==> config.mk <==
export PLATFORM = sky130hd
export DESIGN_NAME = uart_rx_fifo
export DESIGN_NICKNAME = d
export VERILOG_FILES = /design/src/rtl/uart_rx_fifo.sv
export SDC_FILE = /design/constraint.sdc
export NUM_CORES = 1
export LEC_CHECK = 0
export ABC_AREA = 1
export BUFFER_PORTS_ARGS = -buffer_cell sky130_fd_sc_hd__buf_2
export CAP_MARGIN = 10
export CELL_PAD_IN_SITES_DETAIL_PLACEMENT = 0
export CELL_PAD_IN_SITES_GLOBAL_PLACEMENT = 1
export CORE_MARGIN = 3
export CORE_UTILIZATION = 50
export CTS_CLUSTER_SIZE = 25
export DETAILED_ROUTE_END_ITERATION = 7
export GPL_TIMING_DRIVEN = 1
export PLACE_DENSITY_LB_ADDON = 0.2
export SLEW_MARGIN = 20
export SYNTH_ARGS = -nofsm -noshare
export SYNTH_HDL_FRONTEND = slang
export SYNTH_SLANG_ARGS = --single-unit
==> constraint.sdc <==
create_clock -name clk -period 3.65 [get_ports clk]
set_input_delay 0.1825 -clock clk [delete_from_list [all_inputs] [get_ports clk]]
set_output_delay 0.1825 -clock clk [all_outputs]
set_load 0.03 [all_outputs]
==> src/rtl/uart_rx_fifo.sv <==
// rtl/uart_rx_fifo.sv - Receive buffer: captures bytes from the MiniUart receive unit into a FWFT FIFO
//
// Ports:
//   clk, rst      system clock, asynchronous active-high reset
//   rx_data       byte from receive unit, stable while rx_av is high
//   rx_av         byte-available level from receive unit (foreign clock domain)
//   rx_ack        one-clock read-over pulse back to the receive unit
//   rd_en         CPU pop request, one entry per cycle
//   rd_data       FIFO head (first-word-fall-through), 8'h00 when empty
//   empty, full   FIFO occupancy flags
//   count         entries held, 0..DEPTH
//   overrun       sticky flag: a byte was dropped because the FIFO was full
//   overrun_clr   clears overrun (a same-cycle drop wins)
//   irq           (count >= THRESH) | overrun

module uart_rx_fifo #(
    parameter int AW     = 4,
    parameter int THRESH = 1
) (
    input  logic          clk,
    input  logic          rst,
    input  logic [7:0]    rx_data,
    input  logic          rx_av,
    output logic          rx_ack,
    input  logic          rd_en,
    output logic [7:0]    rd_data,
    output logic          empty,
    output logic          full,
    output logic [AW:0]   count,
    output logic          overrun,
    input  logic          overrun_clr,
    output logic          irq
);

    localparam int          DEPTH    = 1 << AW;
    localparam logic [AW:0] DEPTH_C  = (AW+1)'(DEPTH);
    localparam logic [AW:0] THRESH_C = (AW+1)'(THRESH);

    typedef enum logic [1:0] {
        S_IDLE = 2'd0,
        S_CAPT = 2'd1,
        S_WCLR = 2'd2
    } state_t;

    state_t        r_state;
    state_t        w_state_nxt;

    logic          r_av_m;
    logic          r_av_s;
    logic          r_rx_ack;

    logic [7:0]    r_mem [DEPTH];
    logic [AW-1:0] r_wr_ptr;
    logic [AW-1:0] r_rd_ptr;
    logic [AW:0]   r_count;
    logic          r_overrun;

    logic          w_capt;
    logic          w_pop;
    logic          w_space;
    logic          w_push;
    logic          w_drop;

    // rx_av is launched from a flop on a derived clock; only av_s is used.
    always_ff @(posedge clk or posedge rst) begin
        if (rst) begin
            r_av_m <= 1'b0;
            r_av_s <= 1'b0;
        end else begin
            r_av_m <= rx_av;
            r_av_s <= r_av_m;
        end
    end

    // FSM: state register
    always_ff @(posedge clk or posedge rst) begin
        if (rst) begin
            r_state <= S_IDLE;
        end else begin
            r_state <= w_state_nxt;
        end
    end

    // FSM: next state. WCLR holds until the receive unit has dropped rx_av,
    // so a byte can never be captured twice.
    always_comb begin
        w_state_nxt = r_state;
        unique case (r_state)
            S_IDLE:  if (r_av_s) w_state_nxt = S_CAPT;
            S_CAPT:  w_state_nxt = S_WCLR;
            S_WCLR:  if (!r_av_s) w_state_nxt = S_IDLE;
            default: w_state_nxt = S_IDLE;
        endcase
    end

    // FSM: outputs. A pop in the capture cycle frees the slot being written.
    always_comb begin
        w_capt  = (r_state == S_CAPT);
        w_pop   = rd_en && !empty;
        w_space = !full || w_pop;
        w_push  = w_capt && w_space;
        w_drop  = w_capt && !w_space;
    end

    // rx_ack is registered so it is high exactly for the CAPT cycle.
    always_ff @(posedge clk or posedge rst) begin
        if (rst) begin
            r_rx_ack <= 1'b0;
        end else begin
            r_rx_ack <= (w_state_nxt == S_CAPT);
        end
    end

    always_ff @(posedge clk) begin
        if (w_push) begin
            r_mem[r_wr_ptr] <= rx_data;
        end
    end

    always_ff @(posedge clk or posedge rst) begin
        if (rst) begin
            r_wr_ptr <= '0;
            r_rd_ptr <= '0;
            r_count  <= '0;
        end else begin
            if (w_push) begin
                r_wr_ptr <= r_wr_ptr + AW'(1);
            end
            if (w_pop) begin
                r_rd_ptr <= r_rd_ptr + AW'(1);
            end
            unique case ({w_push, w_pop})
                2'b10:   r_count <= r_count + (AW+1)'(1);
                2'b01:   r_count <= r_count - (AW+1)'(1);
                default: r_count <= r_count;
            endcase
        end
    end

    // A drop in the same cycle as a clear leaves the flag set.
    always_ff @(posedge clk or posedge rst) begin
        if (rst) begin
            r_overrun <= 1'b0;
        end else if (w_drop) begin
            r_overrun <= 1'b1;
        end else if (overrun_clr) begin
            r_overrun <= 1'b0;
        end
    end

    assign rx_ack  = r_rx_ack;
    assign count   = r_count;
    assign empty   = (r_count == '0);
    assign full    = (r_count == DEPTH_C);
    assign overrun = r_overrun;
    assign rd_data = empty ? 8'h00 : r_mem[r_rd_ptr];
    assign irq     = (r_count >= THRESH_C) || r_overrun;

endmodule

Word-level counts from Yosys, hierarchy flattened
Memories as Yosys holds them, arrays and structs flattened.
Cells that the tools add are included.
{ "totals": {"register_bits": 19, "latchBits": 0, "ram_bits": 128, "romBits": 0, "input_bits": 13, "out_inout_bits": 18, "wordCells": 41, "n_memories": 1} }
{ "classes": {"addsub": 4, "mul": 0, "div_mod_pow": 0, "n_lt_le_gt_ge": 1, "n_eq_ne": 6, "n_shift": 0, "muxes": 9, "n_bitwise": 0, "n_reduce_logical": 12} }
{ "mem_list": {"columns": ["memory", "depth", "word_bits", "read_ports", "rd_clocked_by_memory_dff", "write_ports", "line", "rtl"], "rows": [
  ["r_mem", 16, 8, 1, 0, 1, "52", "logic [7:0] r_mem [DEPTH];"]
]} }
{ "op_table": {"columns": ["cell", "n"], "rows": [
  ["case mux 5 bit (2 select lines)", 1],
  ["adder 4 x 1 -> 4 bit (second input constant)", 2],
  ["2-to-1 mux 8 bit", 1],
  ["equality test 2 x 1 -> 1 bit (second input constant)", 3],
  ["case mux 2 bit (3 select lines)", 1],
  ["adder 5 x 1 -> 5 bit (second input constant)", 1],
  ["equality test 5 bit (second input constant)", 1],
  [">= comparator 5 x 1 -> 1 bit (second input constant)", 1],
  ["logical NOT 5 bit", 1],
  ["subtractor 5 x 1 -> 5 bit (second input constant)", 1],
  ["equality test 2 bit (second input constant)", 2],
  ["2-to-1 mux 1 bit", 4],
  ["2-to-1 mux 2 bit", 2],
  ["nonzero test 2 bit", 2],
  ["logical AND 1 bit", 3],
  ["logical NOT 1 bit", 3],
  ["logical NOT 2 bit", 1],
  ["logical OR 1 bit", 2]
]} }

Longest topological paths before layout
Gate-level depths: netlist (run 1).
{ "logic_depth": {"depth_word": 7, "mapped_depth": 9, "depth_no_buf": 9} }

Worst setup path before layout (run 1)
Ideal clock, no wire load.
{ "synth_path": {"path_kind": "register to output", "startpoint": "register r_count[0], in the netlist count[0]", "endpoint": "output port rd_data[0]", "t_arrival_ns": 2.021, "t_required_ns": 3.467, "slack_ns": 1.447, "path_stages_with_launch": 6, "n_path_buf": 0, "path_cell_list": "dfrtp_1 inv_1 ha_1 nand3_4 clkinv_1 a21oi_1"} }
{ "synth_between": {"elab_chain_cells": 2} }
{ "synth_rtl": {"columns": ["element", "line", "rtl"], "rows": [
  ["from (decl)", "55", "logic [AW:0] r_count;"],
  ["from (signal assigned)", "133", "2'b10: r_count <= r_count + (AW+1)'(1);"],
  ["from (signal assigned)", "134", "2'b01: r_count <= r_count - (AW+1)'(1);"],
  ["from (signal assigned)", "135", "default: r_count <= r_count;"],
  ["logical NOT 5 bit", "153", "assign empty = (r_count == '0);"],
  ["named net empty", "27", "output logic empty,"],
  ["2-to-1 mux 8 bit", "156", "assign rd_data = empty ? 8'h00 : r_mem[r_rd_ptr];"],
  ["to (decl)", "26", "output logic [7:0] rd_data,"]
]} }
The timed path passes the listed nets, and every way through them passes these cells.

Worst setup path in the final report (run 1)
{ "layout_path": {"startpoint": "register r_rd_ptr[0]", "endpoint": "output port rd_data[0]"} }
{ "layout_between": {"elab_chain_cells": 2} }
{ "layout_rtl": {"columns": ["element", "line", "rtl"], "rows": [
  ["from (decl)", "54", "logic [AW-1:0] r_rd_ptr;"],
  ["from (signal assigned)", "130", "r_rd_ptr <= r_rd_ptr + AW'(1);"],
  ["memory read (16 x 8 bit)", null, null],
  ["2-to-1 mux 8 bit", "156", null]
]} }
No other way between the ends.

==> results.json, run 1 <==
{
  "p_clk_frac": 0.280,
  "num_io_pins": 31,
  "routed_wl_mm": 14.2,
  "antennaDiodeCount": 0,
  "synth_nets": 587,
  "post-route-period-util": 0.755,
  "worst_ep_arrival_time_ns": 2.57,
  "area_growth_pct": 13.6,
  "cts_inserted_buffers": 17,
  "crit_slowest_cell": "inv_2",
  "gp_congestion": 0.798,
  "clock_skew_ns": 0.00792,
  "fin_nets": 618,
  "grt.total_usage": 0.212,
  "crit_path_cell_trace": "inv_2 > buf_4 > nand2_1 > nand3_1 > nand3_1 > nand2_1 > nand2_1 > a21oi_1 > buf_2",
  "end_kind": "output pin",
  "core-area_um2": 12200,
  "tns_ns": 0,
  "grt_setup_unrepaired": "no",
  "post-dp-hpwl_mm": 8.77,
  "clock-sinks": 147,
  "synth-seq-area-share": 0.685,
  "path_max_fanout": 38,
  "htree_levels": 4,
  "grt_max_degree": 67,
  "fmax_mhz": 363,
  "cpPeakStageDelay_ns": 0.52,
  "synth_cells": 565,
  "pre_cts_slack_ns": 1.23,
  "switching_share": 0.391,
  "start_util": 0.519,
  "path_clk_slew_ns": 0.06,
  "via_per_inst": 5.36,
  "ctsRootBufferMaster": "clkbuf_16",
  "grt_pass1_wl_mm": 22.4,
  "intPower_w": 0.00368,
  "seq_area_um2": 4320,
  "io_buffers": 30,
  "drcViolationCount": 0,
  "rows": 40,
  "num_vias": 4165,
  "grt_overflow_total": 0,
  "cts_tree": "yes",
  "clk_path_buf_depth": 2,
  "fill_cells": 1011,
  "drive_gt1_frac": 0.126,
  "worstMarginPinSlew_ns": 1.01,
  "hold_violations": 0,
  "status": "complete, no violations",
  "drtIter0Drc": 449,
  "relSlewSlack": 0.321,
  "die_area_um2": 14000,
  "leakage_nw": 2.82,
  "die_w_um": 118,
  "clock_latency_ns": 0.42,
  "multiInputGateArea_um2": 1740,
  "p_per_area_nw_per_um2": 844,
  "period_minus_slack_ns": 2.76,
  "crit_type": "flop to output pin",
  "path_buf_inv": 3,
  "hp-class": "input pin to flop",
  "synth_area_um2": 6310,
  "report.final.slew_viol_count": 0,
  "wire_per_inst_um": 18.2,
  "cp_common_cell": "nand2_1",
  "fp.dieH_um": 118,
  "grt_pass1_vias": 4051,
  "avgSynthCellArea_um2": 11.2,
  "drtAntennaViolNets": 0,
  "cts_setup_buffers": 0,
  "post_synth_num_cell_types": 31,
  "p_switching_w": 0.00237,
  "seq_power_share": 0.351,
  "critPathTopFamily": "buffers and inverters",
  "vdd_drop_max_v": 0.000411,
  "worstPathRequired_ns": 3.47,
  "drv_cap": 0,
  "synth_seq_cells": 147,
  "synth_warnings": 0,
  "setup_viol": 0,
  "start_kind": "flop",
  "pwr-share-comb": 0.369,
  "antenna_found_initial": 0,
  "worst_slack_ns": 0.895,
  "first_pass_iters": 5,
  "finalPower_w": 0.00605
}
==> placed cells by master (no fill, tap or decap), types with 2 or more instances in the layout <==
| cell type | instances |
|---|---|
| clkbuf_1 | 2 |
| clkinv_2 | 4 |
| nand3_1 | 110 |
| a21oi_1 | 9 |
| inv_2 | 2 |
| clkinv_1 | 7 |
| edfxtp_1 | 128 |
| dlygate4sd3_1 | 3 |
| nand2_1 | 187 |
| bufinv_16 | 3 |
| ha_1 | 9 |
| nand2_4 | 2 |
| inv_1 | 19 |
| clkbuf_16 | 17 |
| buf_4 | 6 |
| nand2_2 | 2 |
| buf_2 | 30 |
| xor2_1 | 11 |
| dfrtp_1 | 18 |
| nor2_1 | 23 |
==> path summary, 6_finish.rpt <==
check	startpoint	end	slack, ns	cells past startpoint
min	rd_en	r_rd_ptr[2]	0.11	3
max reg2reg	count[0]	r_mem[1][5]	1.16	7
max in group asynchronous	rst	r_rd_ptr[0]	2.69	3
min reg2reg	r_av_m	r_av_s	0.35	0
max	r_rd_ptr[0]	rd_data[0]	0.89	9
min in group asynchronous	rst	r_state[1]	0.44	3
==> timing repair <==
action / 4_1_cts / 5_1_grt
endpoints found under the hold margin: 21 / 0
resized for setup: 0 / 0
hold buffers: 3 / 0
==> stage by stage <==
| step | cells | util | area, um2 | hold WS, ns |
|---|---|---|---|---|
| floorplan | 565 | - | 6310 | 0.134 |
| global placement | 741 | 0.539 | 6550 | 0.294 |
| detailed placement | 742 | 0.540 | 6560 | 0.292 |
| CTS | 777 | 0.589 | 7170 | 0.101 |
| global route | 777 | 0.589 | 7170 | 0.134 |
| finish | 777 | 0.589 | 7170 | 0.110 |
==> area by class of cell <==
class,instances,area share
Clock buffer,19,0.0604
Clock inverter,13,0.0197
Timing Repair Buffer,39,0.0314
Inverter,25,0.0134
Sequential cell,147,0.603
Multi-Input combinational cell,366,0.243
Tap cell,168,0.0293
==> power by group through the flow <==
stage               logic [W]  registers, W  clock network (W)
CTS                   0.00224       0.00212            0.00171
global route          0.00249       0.00214            0.00179
floorplan             0.00165       0.00216                  0
detailed placement    0.00222       0.00215                  0
finish                0.00223       0.00212            0.00170
global placement      0.00221       0.00215                  0
==> flip-flops by register name (all words and copies together), names as in the netlist <==
name      cells
r_state       2
rx_ack        1
r_av_s        1
overrun       1
r_mem       128
r_av_m        1
r_wr_ptr      4
r_rd_ptr      4
count         5
==> worst reg2reg max path: cells and delay by family, from the launching register on <==
| kind | cells | cell delay [ns] |
|---|---|---|
| buffers and inverters | 2 | 0.23 |
| and+or+nand+nor | 4 | 1.16 |
| DFF | 1 | 0.44 |
| adders and majority gates | 1 | 0.28 |
==> synth_stat cells, drive strengths merged <==
| master | count | area [um2] |
|---|---|---|
| or2 | 2 | 12.5 |
| nor2 | 24 | 97.6 |
| clkinv | 3 | 11.3 |
| nand2 | 191 | 737 |
| buf | 24 | 146 |
| dfrtp | 19 | 475 |
| o21ai | 2 | 10.0 |
| ha | 9 | 113 |
| a21oi | 9 | 45.0 |
| nand4 | 2 | 18.8 |
| nand3 | 112 | 578 |
| mux2 | 1 | 11.3 |
| edfxtp | 128 | 3840 |
| nor3 | 2 | 10.0 |
| o22ai | 1 | 6.26 |
| inv | 22 | 85.1 |
| clkbuf | 3 | 11.3 |
| xor2 | 11 | 96.3 |
==> cells by family (layout without fill, tap and decap cells) <==
family,after synthesis,count (layout),synth area share
adder cells (fa/ha/maj),9,9,0.0179
buffers and inverters,52,96,0.0403
XOR/XNOR,11,11,0.0153
AND/OR/NAND/NOR,333,333,0.230
multiplexers,1,1,0.00178
flip-flops,147,147,0.685
AO/OA/AOI/OAI,12,12,0.00972
==> layer usage <==
layer | vias to the layer above | GRT usage | routed length [um]
li1 | 1993 | - | -
met4 | 0 | 0.0740 | 253
met1 | 2002 | 0.304 | 6470
met5 | - | 0 | 0
met2 | 150 | 0.320 | 6520
met3 | 20 | 0.0474 | 924
No activity file was read; power rests on OpenSTA's default activity.
==> run 2: changes to the inputs <==
--- a/config.mk
+++ b/config.mk
@@ -11,7 +11,7 @@
 export CELL_PAD_IN_SITES_DETAIL_PLACEMENT = 0
 export CELL_PAD_IN_SITES_GLOBAL_PLACEMENT = 1
 export CORE_MARGIN = 3
-export CORE_UTILIZATION = 50
+export CORE_UTILIZATION = 49
 export CTS_CLUSTER_SIZE = 25
 export DETAILED_ROUTE_END_ITERATION = 7
 export GPL_TIMING_DRIVEN = 1
==> constraint.sdc (replaced) <==
create_clock -name clk -period 2.67 [get_ports clk]
set_input_delay 0.1335 -clock clk [delete_from_list [all_inputs] [get_ports clk]]
set_output_delay 0.1335 -clock clk [all_outputs]
set_load 0.03 [all_outputs]
==> run 2 against run 1 <==
Net effect: core utilization decreased by 0.41 points; sequential power rose by 37%; combinational power increased by 39%; worst setup slack worse by 0.59 ns; critical path type unchanged; critical endpoint is now rd_data[7].
==> results.json, run 2 (same netlist as run 1, synthesis figures left out) <==
{
  "grt_pass1_vias": 3927,
  "path_max_fanout": 9,
  "area_growth_pct": 14.2,
  "hold_ws_ns": 0.0761,
  "fmax_mhz": 423,
  "final_cell_mix": "nand2_1 (187), edfxtp_1 (128), nand3_1 (110)",
  "grt.total_usage": 0.214,
  "wire_per_inst_um": 18.3,
  "start_kind": "flop",
  "antennaDiodeCount": 0,
  "num_vias": 4132,
  "leakage_nw": 2.85,
  "report.final.slew_viol_count": 0,
  "rows": 40,
  "grt_setup_unrepaired": "no",
  "setup_viol": 0,
  "htree_levels": 4,
  "drcViolationCount": 0,
  "largest-register": "r_mem",
  "post-dp-hpwl_mm": 9.53,
  "fin_nets": 626,
  "die_w_um": 119,
  "core-area_um2": 12300,
  "grt_pass1_wl_mm": 22.5,
  "p_per_area_nw_per_um2": 1140,
  "die_area_um2": 14300,
  "dpl_cell_area_um2": 6620,
  "first_pass_iters": 5,
  "tns_ns": 0,
  "drtAntennaViolNets": 0,
  "routed_wl_mm": 14.4,
  "clock_latency_ns": 0.42,
  "clock-sinks": 147,
  "crit_slowest_cell": "dfrtp_1",
  "worstMarginPinSlew_ns": 0.744,
  "finish.utilization": 0.585,
  "end_kind": "output pin",
  "critPathTopFamily": "buffers and inverters",
  "num_io_pins": 31,
  "period_minus_slack_ns": 2.36,
  "io_buffers": 30,
  "fp.dieH_um": 119,
  "clk_path_buf_depth": 2,
  "antenna_found_initial": 0,
  "cts_inserted_buffers": 17,
  "relSlewSlack": 0.503,
  "hold_violations": 0,
  "clock_skew_ns": 0.00495,
  "grt_max_degree": 35,
  "ctsRootBufferMaster": "clkbuf_16",
  "vdd_drop_max_v": 0.000594,
  "post-route-period-util": 0.886,
  "path_buf_inv": 3,
  "worstPathRequired_ns": 2.54,
  "drtIter0Drc": 401,
  "cts_tree": "yes",
  "grt_overflow_total": 0,
  "status": "complete, no violations",
  "final_common_cell": "nand2_1",
  "hp-class": "input pin to flop",
  "worst_ep_arrival_time_ns": 2.23,
  "crit_type": "flop to output pin",
  "gp_congestion": 0.828,
  "drv_cap": 0,
  "crit_path_cell_trace": "inv_1 > ha_1 > nand3_4 > clkinv_1 > a21oi_1 > buf_2",
  "path_clk_slew_ns": 0.06,
  "drive_gt1_frac": 0.139,
  "via_per_inst": 5.26,
  "cpPeakStageDelay_ns": 0.44,
  "largest_register_ffs": 128,
  "post-route-cell-area_um2": 7200,
  "start_util": 0.512
}
-- run 2: changes by cell type in the layout (fill, tap and decap cells not counted), moves of 2 or more --
cell and delta:
clkinvlp_4 +2, buf_4 +8, clkinv_2 -2, clkinv_4 +3
bufinv_16 -2, clkinv_1 -4
-- run 2: through the flow --
stage / cells / setup slack, ns / total power (W)
floorplan: 565 / 0.487 / 0.00521
global placement: 750 / 0.514 / 0.00603
detailed placement: 750 / 0.394 / 0.00606
CTS: 785 / 0.331 / 0.00825
global route: 785 / 0.192 / 0.00871
finish: 785 / 0.306 / 0.00820
-- run 2: timing repair --
action / in CTS / in global routing
buffers inserted: 0 / 0
hold buffers: 3 / 0
endpoints found under the hold margin: 21 / 0
endpoints found under the setup margin: 0 / 0
gates resized for setup: 0 / 0
-- run 2: layout make-up --
cell class,count,area (um2)
Tap cell,168,210
Inverter,25,96.3
Fill cell,1067,5110
Multi-Input combinational cell,366,1740
Sequential cell,147,4320
Timing Repair Buffer,47,285
Clock inverter,11,106
Clock buffer,21,450
-- run 2: final timing paths --
kind | from | endpoint | slack (ns) | depth (start not counted)
worst max-delay path | count[0] | rd_data[7] | 0.31 | 6
worst min-delay path | rd_en | r_rd_ptr[2] | 0.08 | 3
worst max register to register | count[0] | r_mem[1][0] | 0.41 | 7
worst min register to register | r_av_m | r_av_s | 0.36 | 0
max in group asynchronous | rst | r_rd_ptr[0] | 1.76 | 3
min in group asynchronous | rst | r_av_m | 0.38 | 3
-- run 2: metal layers --
metal,vias up,wire [um],GRT usage
met2,127,6800,0.324
li1,2010,-,-
met5,-,0,0
met4,0,280,0.0802
met3,20,700,0.0499
met1,1975,6620,0.302
-- run 2: worst min-delay path: cells and delay by family --
family                 cells  cell delay [ns]
AND/OR/NAND/NOR            1             0.11
buffers and inverters      1             0.14
XOR/XNOR                   1             0.07
-- run 2: report_power, final --
group          switching, W  internal, W  leakage (nW)  total [W]
Combinational       0.00222     0.000890          1.20    0.00311
Clock              0.000882      0.00131         0.264    0.00219
Sequential         0.000177      0.00273          1.38    0.00290
Total               0.00328      0.00492          2.85    0.00820
==> run 3: changes to the inputs <==
--- a/config.mk
+++ b/config.mk
@@ -6,7 +6,7 @@
 export NUM_CORES = 1
 export LEC_CHECK = 0
 export ABC_AREA = 1
-export BUFFER_PORTS_ARGS = -buffer_cell sky130_fd_sc_hd__buf_2
+export BUFFER_PORTS_ARGS = -buffer_cell sky130_fd_sc_hd__clkbuf_2
 export CAP_MARGIN = 10
 export CELL_PAD_IN_SITES_DETAIL_PLACEMENT = 0
 export CELL_PAD_IN_SITES_GLOBAL_PLACEMENT = 1
@@ -20,3 +20,4 @@
 export SYNTH_ARGS = -nofsm -noshare
 export SYNTH_HDL_FRONTEND = slang
 export SYNTH_SLANG_ARGS = --single-unit
+export TNS_END_PERCENT = 100
==> constraint.sdc (replaced) <==
create_clock -name clk -period 2.67 [get_ports clk]
set_input_delay 0.534 -clock clk [delete_from_list [all_inputs] [get_ports clk]]
set_output_delay 0.534 -clock clk [all_outputs]
set_load 0.03 [all_outputs]
==> run 3 against run 2 <==
Net effect: register-to-register slack improved by 0.30 ns; combinational power increased by 7.1%; first-iteration DRC count decreased by 2.7%; power increased by 4.2%; critical path type unchanged; critical endpoint is now rd_data[3].
==> results.json, run 3 (same netlist as run 1, synthesis figures left out) <==
{
  "status": "complete, no violations",
  "post-dp-hpwl_mm": 8.73,
  "hold_depth": 1,
  "start_kind": "flop",
  "antennaDiodeCount": 0,
  "hold_violations": 0,
  "num_io_pins": 31,
  "finish.utilization": 0.601,
  "finalPower_w": 0.00855,
  "relSlewSlack": 0.484,
  "clock_latency_ns": 0.42,
  "min_to": "r_av_m",
  "r2r_setup_slack_ns": 0.71,
  "worstMarginPinSlew_ns": 0.773,
  "first_pass_iters": 5,
  "via_per_inst": 5.20,
  "r2r_start": "count[1]",
  "worstPathRequired_ns": 2.14,
  "crit_type": "flop to output pin",
  "grt_overflow_total": 0,
  "die_w_um": 119,
  "grt_pass1_wl_mm": 21.8,
  "tns_ns": 0,
  "grt_pass1_vias": 4104,
  "end_kind": "output pin",
  "wire_per_inst_um": 17.3,
  "num_vias": 4140,
  "path_max_fanout": 22,
  "cts_tree": "yes",
  "dpl_cell_area_um2": 6730,
  "cts_inserted_buffers": 17,
  "pre_cts_slack_ns": 0.256,
  "antenna_found_initial": 0,
  "die_area_um2": 14300,
  "clk_path_buf_depth": 2,
  "path_clk_slew_ns": 0.06,
  "leakage_nw": 2.94,
  "drv_cap": 0,
  "p_per_area_nw_per_um2": 1160,
  "final_cell_mix": "nand2_1 (187), edfxtp_1 (128), nand3_1 (110)",
  "clock-sinks": 147,
  "gp_congestion": 0.831,
  "crit_path_cell_trace": "inv_4 > buf_12 > nand2_1 > nand3_1 > nand3_1 > nand2_1 > nand2_1 > a21oi_1 > buf_2",
  "final_common_cell": "nand2_1",
  "drive_gt1_frac": 0.164,
  "clock_skew_ns": 0.00536,
  "routed_wl_mm": 13.8,
  "regToRegEndpoint": "r_mem[7][0]",
  "drtAntennaViolNets": 0,
  "grt_setup_unrepaired": "yes",
  "post-route-cell-area_um2": 7400,
  "rows": 40,
  "grt_max_degree": 45,
  "worst_ep_arrival_time_ns": 2.05,
  "post-route-period-util": 0.968,
  "io_buffers": 30,
  "largest-register": "r_mem",
  "min_from": "rx_av",
  "largest_register_ffs": 128,
  "htree_levels": 4,
  "fp.dieH_um": 119,
  "start_util": 0.512,
  "period_minus_slack_ns": 2.58,
  "cp_common_cell": "nand2_1",
  "hp-class": "input pin to flop",
  "grt.total_usage": 0.203,
  "worst_slack_ns": 0.0852,
  "fin_nets": 638,
  "critPathTopFamily": "buffers and inverters",
  "cpPeakStageDelay_ns": 0.47,
  "drcViolationCount": 0,
  "report.final.slew_viol_count": 0,
  "setup_viol": 0,
  "vdd_drop_max_v": 0.000605,
  "fmax_mhz": 387,
  "ctsRootBufferMaster": "clkbuf_16",
  "crit_slowest_cell": "dfrtp_2",
  "drtIter0Drc": 390,
  "area_growth_pct": 17.2,
  "core-area_um2": 12300,
  "path_buf_inv": 3,
  "ff2ff_path_depth": 8
}
-- run 3: worst max-delay path by stage --
stage	from	end	slack [ns]	depth (start not counted)
5_1_grt	r_rd_ptr[0]	rd_data[1]	-0.008	9
6_report	r_rd_ptr[0]	rd_data[3]	0.09	9
4_1_cts	r_rd_ptr[0]	rd_data[2]	0.001	8
3_3_place_gp	count[0]	rd_data[1]	0.32	6
2_1_floorplan	count[0]	rd_data[0]	0.12	5
3_5_place_dp	count[0]	rd_data[1]	0.26	6
-- run 3: where the power goes --
group | leakage, nW | total, W | switching (W) | internal, W
logic | 1.29 | 0.00333 | 0.00222 | 0.00110
clock network | 0.273 | 0.00230 | 0.000857 | 0.00144
registers | 1.38 | 0.00292 | 0.000194 | 0.00273
-- run 3: area by class of cell --
| class | instances | area [um2] |
|---|---|---|
| clock inverter | 13 | 143 |
| timing repair buffer | 59 | 442 |
| clock buffer | 18 | 429 |
| multi-input combinational | 366 | 1750 |
| sequential | 147 | 4320 |
| inverter | 25 | 104 |
| tap | 168 | 210 |
| fill | 1047 | 4920 |
-- run 3: metal layers --
metal	global-route usage	routed length [um]
met5	0	0
met4	0.0795	231
met3	0.0546	671
met1	0.277	6280
met2	0.314	6580
-- run 3: stage by stage --
step / hold WS (ns) / instances
2_1_floorplan: 0.331 / 565
3_3_place_gp: 0.341 / 761
3_5_place_dp: 0.344 / 761
4_1_cts: 0.206 / 792
5_1_grt: 0.209 / 796
6_report: 0.223 / 796
-- run 3: repair_timing --
action / 4_1_cts / 5_1_grt
pin swaps: 0 / 1
hold buffers: 0 / 0
setup buffers: 0 / 3
setup endpoints to repair: 8 / 8
cloned: 0 / 1
gates resized for setup: 6 / 21
